**config.mk**
```make
export PLATFORM = sky130hd
export DESIGN_NAME = receiver_spi_flat
export DESIGN_NICKNAME = d
export VERILOG_FILES = /design/src/rtl/receiver_spi_if.sv /design/src/rtl/receiver_spi.sv /design/src/flat_wrapper.sv
export SDC_FILE = /design/constraint.sdc
export NUM_CORES = 1
export LEC_CHECK = 0
export ABC_CLOCK_PERIOD_IN_PS = 3300
export BUFFER_PORTS_ARGS = -buffer_cell sky130_fd_sc_hd__buf_2
export CAP_MARGIN = 20
export CORE_MARGIN = 8
export CORE_UTILIZATION = 35
export DETAILED_ROUTE_END_ITERATION = 10
export GPL_ROUTABILITY_DRIVEN = 0
export SLEW_MARGIN = 20
export SYNTH_ARGS = -nofsm -noshare
export SYNTH_HDL_FRONTEND = slang
export SYNTH_SLANG_ARGS = --single-unit
```
**constraint.sdc**
```tcl
create_clock -name clk -period 3.3 [get_ports clk]
set_input_delay 0.495 -clock clk [delete_from_list [all_inputs] [get_ports clk]]
set_output_delay 0.495 -clock clk [all_outputs]
set_load 0.01 [all_outputs]
```
**src/rtl/receiver_spi_if.sv**
```systemverilog
// receiver_spi_if: serial link, mode straps and parallel word port of receiver_spi
interface receiver_spi_if #(parameter int WIDTH = 8);
    logic CKP, CPH, SCK, CS, MOSI, MISO;
    logic [WIDTH-1:0] tx_data, rx_data;
    logic tx_load, rx_valid, tx_ack, frame_abort;
    modport master (
        output CKP, CPH, SCK, CS, MOSI, tx_data, tx_load,
        input  MISO, rx_data, rx_valid, tx_ack, frame_abort
    );
    modport slave (
        input  CKP, CPH, SCK, CS, MOSI, tx_data, tx_load,
        output MISO, rx_data, rx_valid, tx_ack, frame_abort
    );
endinterface

```
**src/rtl/receiver_spi.sv**
```systemverilog
// receiver_spi: oversampling SPI slave, all CKP/CPH modes, LSB-first, with a reply holding register
module receiver_spi #(
    parameter int WIDTH = 8,
    parameter int SYNC_STAGES = 2
) (
    input logic clk,
    input logic rst,
    receiver_spi_if.slave bus
);
    localparam int CW = $clog2(WIDTH + 1);
    typedef enum logic {IDLE, ACTIVE} state_t;
    state_t state, state_n;
    logic [SYNC_STAGES-1:0] sck_sync, cs_sync, mosi_sync;
    logic sck_q, cs_q, ckp_l, cph_l;
    logic [WIDTH-1:0] hold, tx_shift, rx_next;
    logic [WIDTH-2:0] rx_shift;
    logic [CW-1:0] bit_cnt;
    logic sck_s, cs_s, mosi_s, sck_edge, lead, trail, sample, out_edge, cs_fall, cs_rise, last;
    logic start, stop, take, shift_out;

    assign sck_s = sck_sync[SYNC_STAGES-1];
    assign cs_s = cs_sync[SYNC_STAGES-1];
    assign mosi_s = mosi_sync[SYNC_STAGES-1];
    assign sck_edge = sck_s ^ sck_q;
    assign lead = sck_edge & (sck_q == ckp_l);
    assign trail = sck_edge & (sck_s == ckp_l);
    assign sample = cph_l ? trail : lead;
    assign out_edge = cph_l ? lead : trail;
    assign cs_fall = cs_q & ~cs_s;
    assign cs_rise = ~cs_q & cs_s;
    assign rx_next = {mosi_s, rx_shift};
    assign last = bit_cnt == CW'(WIDTH - 1);

    // a CS rise outranks a coincident sample edge, so the partial word is dropped
    always_comb begin
        start = 1'b0;
        stop = 1'b0;
        take = 1'b0;
        shift_out = 1'b0;
        state_n = state;
        if (state == IDLE) begin
            start = cs_fall;
            state_n = cs_fall ? ACTIVE : IDLE;
        end else begin
            stop = cs_rise;
            take = ~cs_rise & sample;
            shift_out = ~cs_rise & out_edge;
            state_n = cs_rise ? IDLE : ACTIVE;
        end
    end

    always_ff @(posedge clk or posedge rst) begin
        if (rst) state <= IDLE;
        else state <= state_n;
    end

    always_ff @(posedge clk or posedge rst) begin
        if (rst) begin
            sck_sync <= '0;
            cs_sync <= '0;
            mosi_sync <= '0;
            sck_q <= 1'b0;
            cs_q <= 1'b0;
            ckp_l <= 1'b0;
            cph_l <= 1'b0;
            hold <= '0;
            tx_shift <= '0;
            rx_shift <= '0;
            bit_cnt <= '0;
            bus.MISO <= 1'b0;
            bus.rx_data <= '0;
            bus.rx_valid <= 1'b0;
            bus.tx_ack <= 1'b0;
            bus.frame_abort <= 1'b0;
        end else begin
            sck_sync <= {sck_sync[SYNC_STAGES-2:0], bus.SCK};
            cs_sync <= {cs_sync[SYNC_STAGES-2:0], bus.CS};
            mosi_sync <= {mosi_sync[SYNC_STAGES-2:0], bus.MOSI};
            sck_q <= sck_s;
            cs_q <= cs_s;
            bus.rx_valid <= 1'b0;
            bus.tx_ack <= 1'b0;
            bus.frame_abort <= 1'b0;
            if (bus.tx_load) hold <= bus.tx_data;
            if (start) begin
                ckp_l <= bus.CKP;
                cph_l <= bus.CPH;
                bit_cnt <= '0;
                bus.tx_ack <= 1'b1;
                bus.MISO <= bus.CPH ? bus.MISO : hold[0];
                tx_shift <= bus.CPH ? hold : hold >> 1;
            end
            if (stop) begin
                bus.frame_abort <= bit_cnt != '0;
                bit_cnt <= '0;
                bus.MISO <= 1'b0;
            end
            if (take) begin
                rx_shift <= rx_next[WIDTH-1:1];
                bit_cnt <= last ? '0 : bit_cnt + CW'(1);
                if (last) begin
                    bus.rx_data <= rx_next;
                    bus.rx_valid <= 1'b1;
                    tx_shift <= hold;
                    bus.tx_ack <= 1'b1;
                end
            end
            if (shift_out) begin
                bus.MISO <= tx_shift[0];
                tx_shift <= tx_shift >> 1;
            end
        end
    end
endmodule

```
**src/flat_wrapper.sv**
```systemverilog
// flat-port wrapper written by rule: the top's interface ports become plain ports
module receiver_spi_flat 
#(
    parameter int WIDTH = 8,
    parameter int SYNC_STAGES = 2
)
  (clk, rst, bus_CKP, bus_CPH, bus_SCK, bus_CS, bus_MOSI, bus_tx_data, bus_tx_load, bus_MISO, bus_rx_data, bus_rx_valid, bus_tx_ack, bus_frame_abort);
  receiver_spi_if #(.WIDTH(WIDTH)) bus_i ();
  input logic clk;
  input logic rst;
  input wire logic [$bits(bus_i.CKP)-1:0] bus_CKP;
  input wire logic [$bits(bus_i.CPH)-1:0] bus_CPH;
  input wire logic [$bits(bus_i.SCK)-1:0] bus_SCK;
  input wire logic [$bits(bus_i.CS)-1:0] bus_CS;
  input wire logic [$bits(bus_i.MOSI)-1:0] bus_MOSI;
  input wire logic [$bits(bus_i.tx_data)-1:0] bus_tx_data;
  input wire logic [$bits(bus_i.tx_load)-1:0] bus_tx_load;
  output wire logic [$bits(bus_i.MISO)-1:0] bus_MISO;
  output wire logic [$bits(bus_i.rx_data)-1:0] bus_rx_data;
  output wire logic [$bits(bus_i.rx_valid)-1:0] bus_rx_valid;
  output wire logic [$bits(bus_i.tx_ack)-1:0] bus_tx_ack;
  output wire logic [$bits(bus_i.frame_abort)-1:0] bus_frame_abort;
  assign bus_i.CKP = bus_CKP;
  assign bus_i.CPH = bus_CPH;
  assign bus_i.SCK = bus_SCK;
  assign bus_i.CS = bus_CS;
  assign bus_i.MOSI = bus_MOSI;
  assign bus_i.tx_data = bus_tx_data;
  assign bus_i.tx_load = bus_tx_load;
  assign bus_MISO = bus_i.MISO;
  assign bus_rx_data = bus_i.rx_data;
  assign bus_rx_valid = bus_i.rx_valid;
  assign bus_tx_ack = bus_i.tx_ack;
  assign bus_frame_abort = bus_i.frame_abort;
  receiver_spi #(.WIDTH(WIDTH), .SYNC_STAGES(SYNC_STAGES)) u_core (.clk(clk), .rst(rst), .bus(bus_i));
endmodule
```
# After elaboration in Yosys (flattened, before gate mapping)
# Cells that the tools add are included.
[word_totals] regBits=50 in_bits=16 elab_cells=65 output_inout_bits=12
[op_classes] add_sub_neg=1 n_reduce_logical=5 eq_ne=4 muxes=28 bitwise=10
[ops] operator="$mux W8" n=5
[ops] operator="$mux W1" n=19
[ops] operator="$mux W4" n=4
[ops] operator="$and A1 B1 Y1" n=6
[ops] operator="$reduce_bool A3 Y1" n=2
[ops] operator="$add A4 B1 Y4 const B" n=1
[ops] operator="$eq A4 B3 Y1 const B" n=1
[ops] operator="$reduce_and A2 Y1" n=2
[ops] operator="$reduce_bool A4 Y1" n=1
[ops] operator="$ne A3 B1 Y1 const B" n=1
[ops] operator="$not A1 Y1" n=3
[ops] operator="$eq A1 B1 Y1" n=2
[ops] operator="$xor A1 B1 Y1" n=1

# Longest topological paths before layout
[logic_depth] ltp_word=7 mapped_depth=6 depth_no_buf=5

# Worst setup path after synthesis
# Ideal clock, no wire load.
[synth_path] path_type="register to register" start="reg u_core.bit_cnt[1]" end="reg u_core.bus.rx_data[0]" setup_time_ns=0.125 synth_period_minus_slack_ns=1.756 arrival_time_ns=1.632 setup_slack_ns=1.544 required_ns=3.175 stages_incl_launch_ff=7 n_path_buf=1 cell_sequence="dfrtp_1 -> ha_1 -> nand3b_1 -> or3_1 -> buf_6 -> nor2_8 -> mux2_2"
[synth_via] elab_chain_len=2
[synth_lines] item="from (decl)" line="receiver_spi.sv:17" text="logic [CW-1:0] bit_cnt;"
[synth_lines] item="from (signal assigned)" line="receiver_spi.sv:100" text="bit_cnt <= last ? '0 : bit_cnt + CW'(1);"
[synth_lines] item="$eq A4 B3 Y1" line="receiver_spi.sv:32" text="assign last = bit_cnt == CW'(WIDTH - 1);"
[synth_lines] item="$reduce_and A2 Y1 (no line)"
[synth_lines] item="to (signal assigned)" line="receiver_spi.sv:102" text="bus.rx_data <= rx_next;"
[synth_lines] item="to (decl)" line="receiver_spi_if.sv:12" text="output MISO, rx_data, rx_valid, tx_ack, frame_abort"
# Every way passes these cells.
# A chain may end at the register's enable or synchronous reset.

# Worst setup path after layout
[layout_path] start="reg u_core.ckp_l" end="reg u_core.rx_shift[0]"
[layout_via] elab_chain_len=5 word_cells_on_any_way=7 cone_classes="2 x eq/ne; 2 x mux; 3 x bitwise"
[layout_lines] item="from (decl)" line="receiver_spi.sv:14" text="logic sck_q, cs_q, ckp_l, cph_l;"
[layout_lines] item="from (signal assigned)" line="receiver_spi.sv:86" text="ckp_l <= bus.CKP;"
[layout_lines] item="$eq A1 B1 Y1, on equally long branches" line="receiver_spi.sv:25, receiver_spi.sv:26"
[layout_lines] item="$and A1 B1 Y1, on equally long branches" line="receiver_spi.sv:25, receiver_spi.sv:26"
[layout_lines] item="$mux W1 *" line="receiver_spi.sv:27" text="assign sample = cph_l ? trail : lead;"
[layout_lines] item="$and A1 B1 Y1 *" line="receiver_spi.sv:46" text="take = ~cs_rise & sample;"
[layout_lines] item="$mux W1 *" line="receiver_spi.sv:41" text="if (state == IDLE) begin"
[layout_lines] item="to (signal assigned)" line="receiver_spi.sv:99" text="rx_shift <= rx_next[WIDTH-1:1];"
[layout_lines] item="to (decl)" line="receiver_spi.sv:16" text="logic [WIDTH-2:0] rx_shift;"
# Mark *: on every way between the ends. The rest lies on a longest branch, timed or not.

==> results.sh <==
export IMPL_slowest_stage="mux2i_1"
export IMPL_viasPerCell=5.18
export IMPL_diodes=0
export IMPL_dpl_cell_area_sq_um=2420
export IMPL_hold_ws_ns=0.295
export IMPL_vias=1439
export IMPL_holdPathStages=1
export IMPL_wl_per_cell_um=14.7
export IMPL_drt_wl_total_um=4100
export IMPL_grt_pass1_vias=1549
export IMPL_async_reset_ff_share_pct=100
export IMPL_drc=0
export IMPL_grt_usage_pct=10.0
export IMPL_cts_tree="yes"
export IMPL_rsz0062_at_grt="no"
export IMPL_synth_fp_nets=191
export IMPL_die_x_um=95.9
export IMPL_slowest_delay_ns=0.75
export IMPL_die_h_um=95.9
export IMPL_synth_edf_count=0
export IMPL_first_iter_violations=94
export IMPL_hold_viol=0
export IMPL_drive_gt1_share_pct=34.3
export IMPL_area_delta_synth_final_pct=14.6
export IMPL_dp_hpwl_um=2800
export IMPL_final_max_slew_viol_count=0
export IMPL_setup_violations=0
export IMPL_setup_worst_path_start_class="flip-flop"
export IMPL_relSlewSlack_pct=38.6
export IMPL_yosysTopAreaCellShare_pct=56.0
export IMPL_fill_cells=602
export IMPL_path_max_fanout=11
export IMPL_worst_pin_slew_ns=0.916
export IMPL_crit_arrival_ns=2.31
export IMPL_synth_common_cells="dfrtp_1 (50), mux2_2 (23), nand2_1 (19)"
export IMPL_num_io_pins=28
export IMPL_ant_nets=0
export IMPL_grt_max_degree=51
export IMPL_critical_path_buf_inv_count=0
export IMPL_cts_root_buf="clkbuf_8"
export IMPL_ir_drop_uv=246
export IMPL_cp_depth=4
export IMPL_yosysMostFrequentCell="dfrtp_1"
export IMPL_crit_type="flip-flop to flip-flop"
export IMPL_cts_setup_buffers=0
export IMPL_fin_nets=218
export IMPL_outcome="finished, final reports clean"
export IMPL_synth_area_top_cells="dfrtp_1 (56%), mux2_2 (12%), mux2i_1 (4.0%)"
export IMPL_fin_crit_sh_pct=64.3
export IMPL_worst_clock_skew_ns=0.00946
export IMPL_syn_area_sq_um=2230
export IMPL_overflow=0
export IMPL_rrSetupSlack_ns=1.18
export IMPL_start_util_pct=35.6
export IMPL_p_per_area_nw_per_um2=646
export IMPL_num_rows=29
export IMPL_antenna_found_initial=0
export IMPL_clock_sinks=50
export IMPL_firstDrtPassIters=4
export IMPL_worstRegToRegCells=4
export IMPL_final_core_util_pct=40.8
export IMPL_die_area_sq_um=9200
export IMPL_htree_levels=2
export IMPL_critical_path_endpoint_type="flip-flop"
export IMPL_clk_pin_slew_ns=0.09
export IMPL_p_leak_nw=1.19
export IMPL_ys_ff_latch=50
export IMPL_clk_path_buf_depth=2
export IMPL_hold_buffers=0
export IMPL_path_delay_family="multiplexers"
export IMPL_tns_ns=0
export IMPL_synthCells=173
export IMPL_final_area_sq_um=2560
export IMPL_synth_seq_area_share_pct=56.0
export IMPL_fin_crit_ns=2.12
export IMPL_clock_latency_ns=0.30
export IMPL_yosysWarnings=0
export IMPL_cts_inserted_buffers=5
export IMPL_grt_pass1_wl_um=7250
export IMPL_yosys_area_top_type="dfrtp_1"
export IMPL_cp_required_ns=3.49
export IMPL_core_area_sq_um=6280
export IMPL_io_buffers=27
export IMPL_worstPathCellList="xor2_2, mux2i_1, nand2_1, mux2_2"
export IMPL_hp_class="input port to flip-flop"
export IMPL_post_cts_resized=0
export IMPL_cap_viol_max_count=0
export IMPL_syn_area_per_cell_sq_um=12.9
export IMPL_max_freq_mhz=471
export IMPL_ys_types=37
export IMPL_ys_flop_type="dfrtp_1"
placed cells by master (no fill, tap or decap), types with 2 or more instances in the layout:
cell / netlist / routed
dfrtp_1: 50 / 50
buf_2: 3 / 27
mux2_2: 23 / 23
nand2_1: 19 / 19
mux2i_1: 9 / 9
o221ai_1: 7 / 7
a32oi_1: 7 / 7
a2bb2oi_1: 7 / 7
clkbuf_8: 0 / 5
inv_1: 5 / 4
o21ai_0: 4 / 4
nand2b_1: 3 / 3
a21oi_1: 3 / 3
nand3_1: 3 / 3
nand3b_1: 2 / 2
or3_1: 2 / 2
nor2_1: 2 / 2
ha_1: 2 / 2
bufinv_16: 0 / 2
area by class of cell:
| cell class | instances | area, sq um | share of cell area (%) |
|---|---|---|---|
| timing repair buffer | 27 | 135 | 5.28 |
| multi-input combinational | 111 | 920 | 35.9 |
| tap | 77 | 96.3 | 3.76 |
| clock inverter | 3 | 68.8 | 2.69 |
| inverter | 5 | 20.0 | 0.782 |
| sequential | 50 | 1250 | 48.9 |
| clock buffer | 5 | 68.8 | 2.69 |
worst paths after layout:
check	start	to
hold reg to reg	u_core.cs_sync[0]	u_core.cs_sync[1]
max in group asynchronous	rst	u_core.hold[7]
min in group asynchronous	rst	u_core.mosi_sync[0]
setup reg to reg	u_core.ckp_l	u_core.rx_shift[0]
setup / recovery	u_core.ckp_l	u_core.rx_shift[0]
hold / removal	bus_SCK	u_core.sck_sync[0]
power by group:
part	switching [W]	internal, W	total (W)
Combinational	0.000161	0.000167	0.000328
Clock	0.000203	0.000304	0.000506
Sequential	0.0000847	0.000733	0.000818
Total	0.000448	0.00120	0.00165
registers in the layout (all words and copies together), names as in the netlist:
name,cells
u_core.rx_shift,7
u_core.sck_sync,2
u_core.bus.frame_abort,1
u_core.cs_sync,2
u_core.tx_shift,8
u_core.bus.rx_data,8
u_core.bit_cnt,4
u_core.cph_l,1
u_core.bus.rx_valid,1
u_core.state,1
u_core.ckp_l,1
u_core.cs_q,1
u_core.bus.MISO,1
u_core.sck_q,1
u_core.mosi_sync,2
u_core.hold,8
u_core.bus.tx_ack,1
per-layer routing:
metal	vias up	part of all wire, %	GRT usage [%]
li1	687	-	-
met1	725	46	12.6
met2	21	48	15.4
met3	6	3.4	3.04
met4	0	2.2	4.61
met5	-	0	0
cells by family after synthesis:
group | after synthesis | share of synthesized area (%)
adder cells (fa/ha/maj) | 2 | 1.12
flip-flops | 50 | 56.0
AND/OR/NAND/NOR | 40 | 10.2
buffers and inverters | 12 | 2.86
XOR/XNOR | 1 | 0.728
multiplexers | 35 | 17.4
AO/OA/AOI/OAI | 33 | 11.6
stage by stage:
step / power (W) / setup slack (ns) / std cells
2_1_floorplan: 0.00109 / 1.54 / 173
3_3_place_gp: 0.00115 / 1.27 / 270
3_5_place_dp: 0.00116 / 1.16 / 270
4_1_cts: 0.00168 / 1.14 / 278
5_1_grt: 0.00175 / 1.04 / 278
6_report: 0.00165 / 1.18 / 278
(Power assumes the default switching activity.)
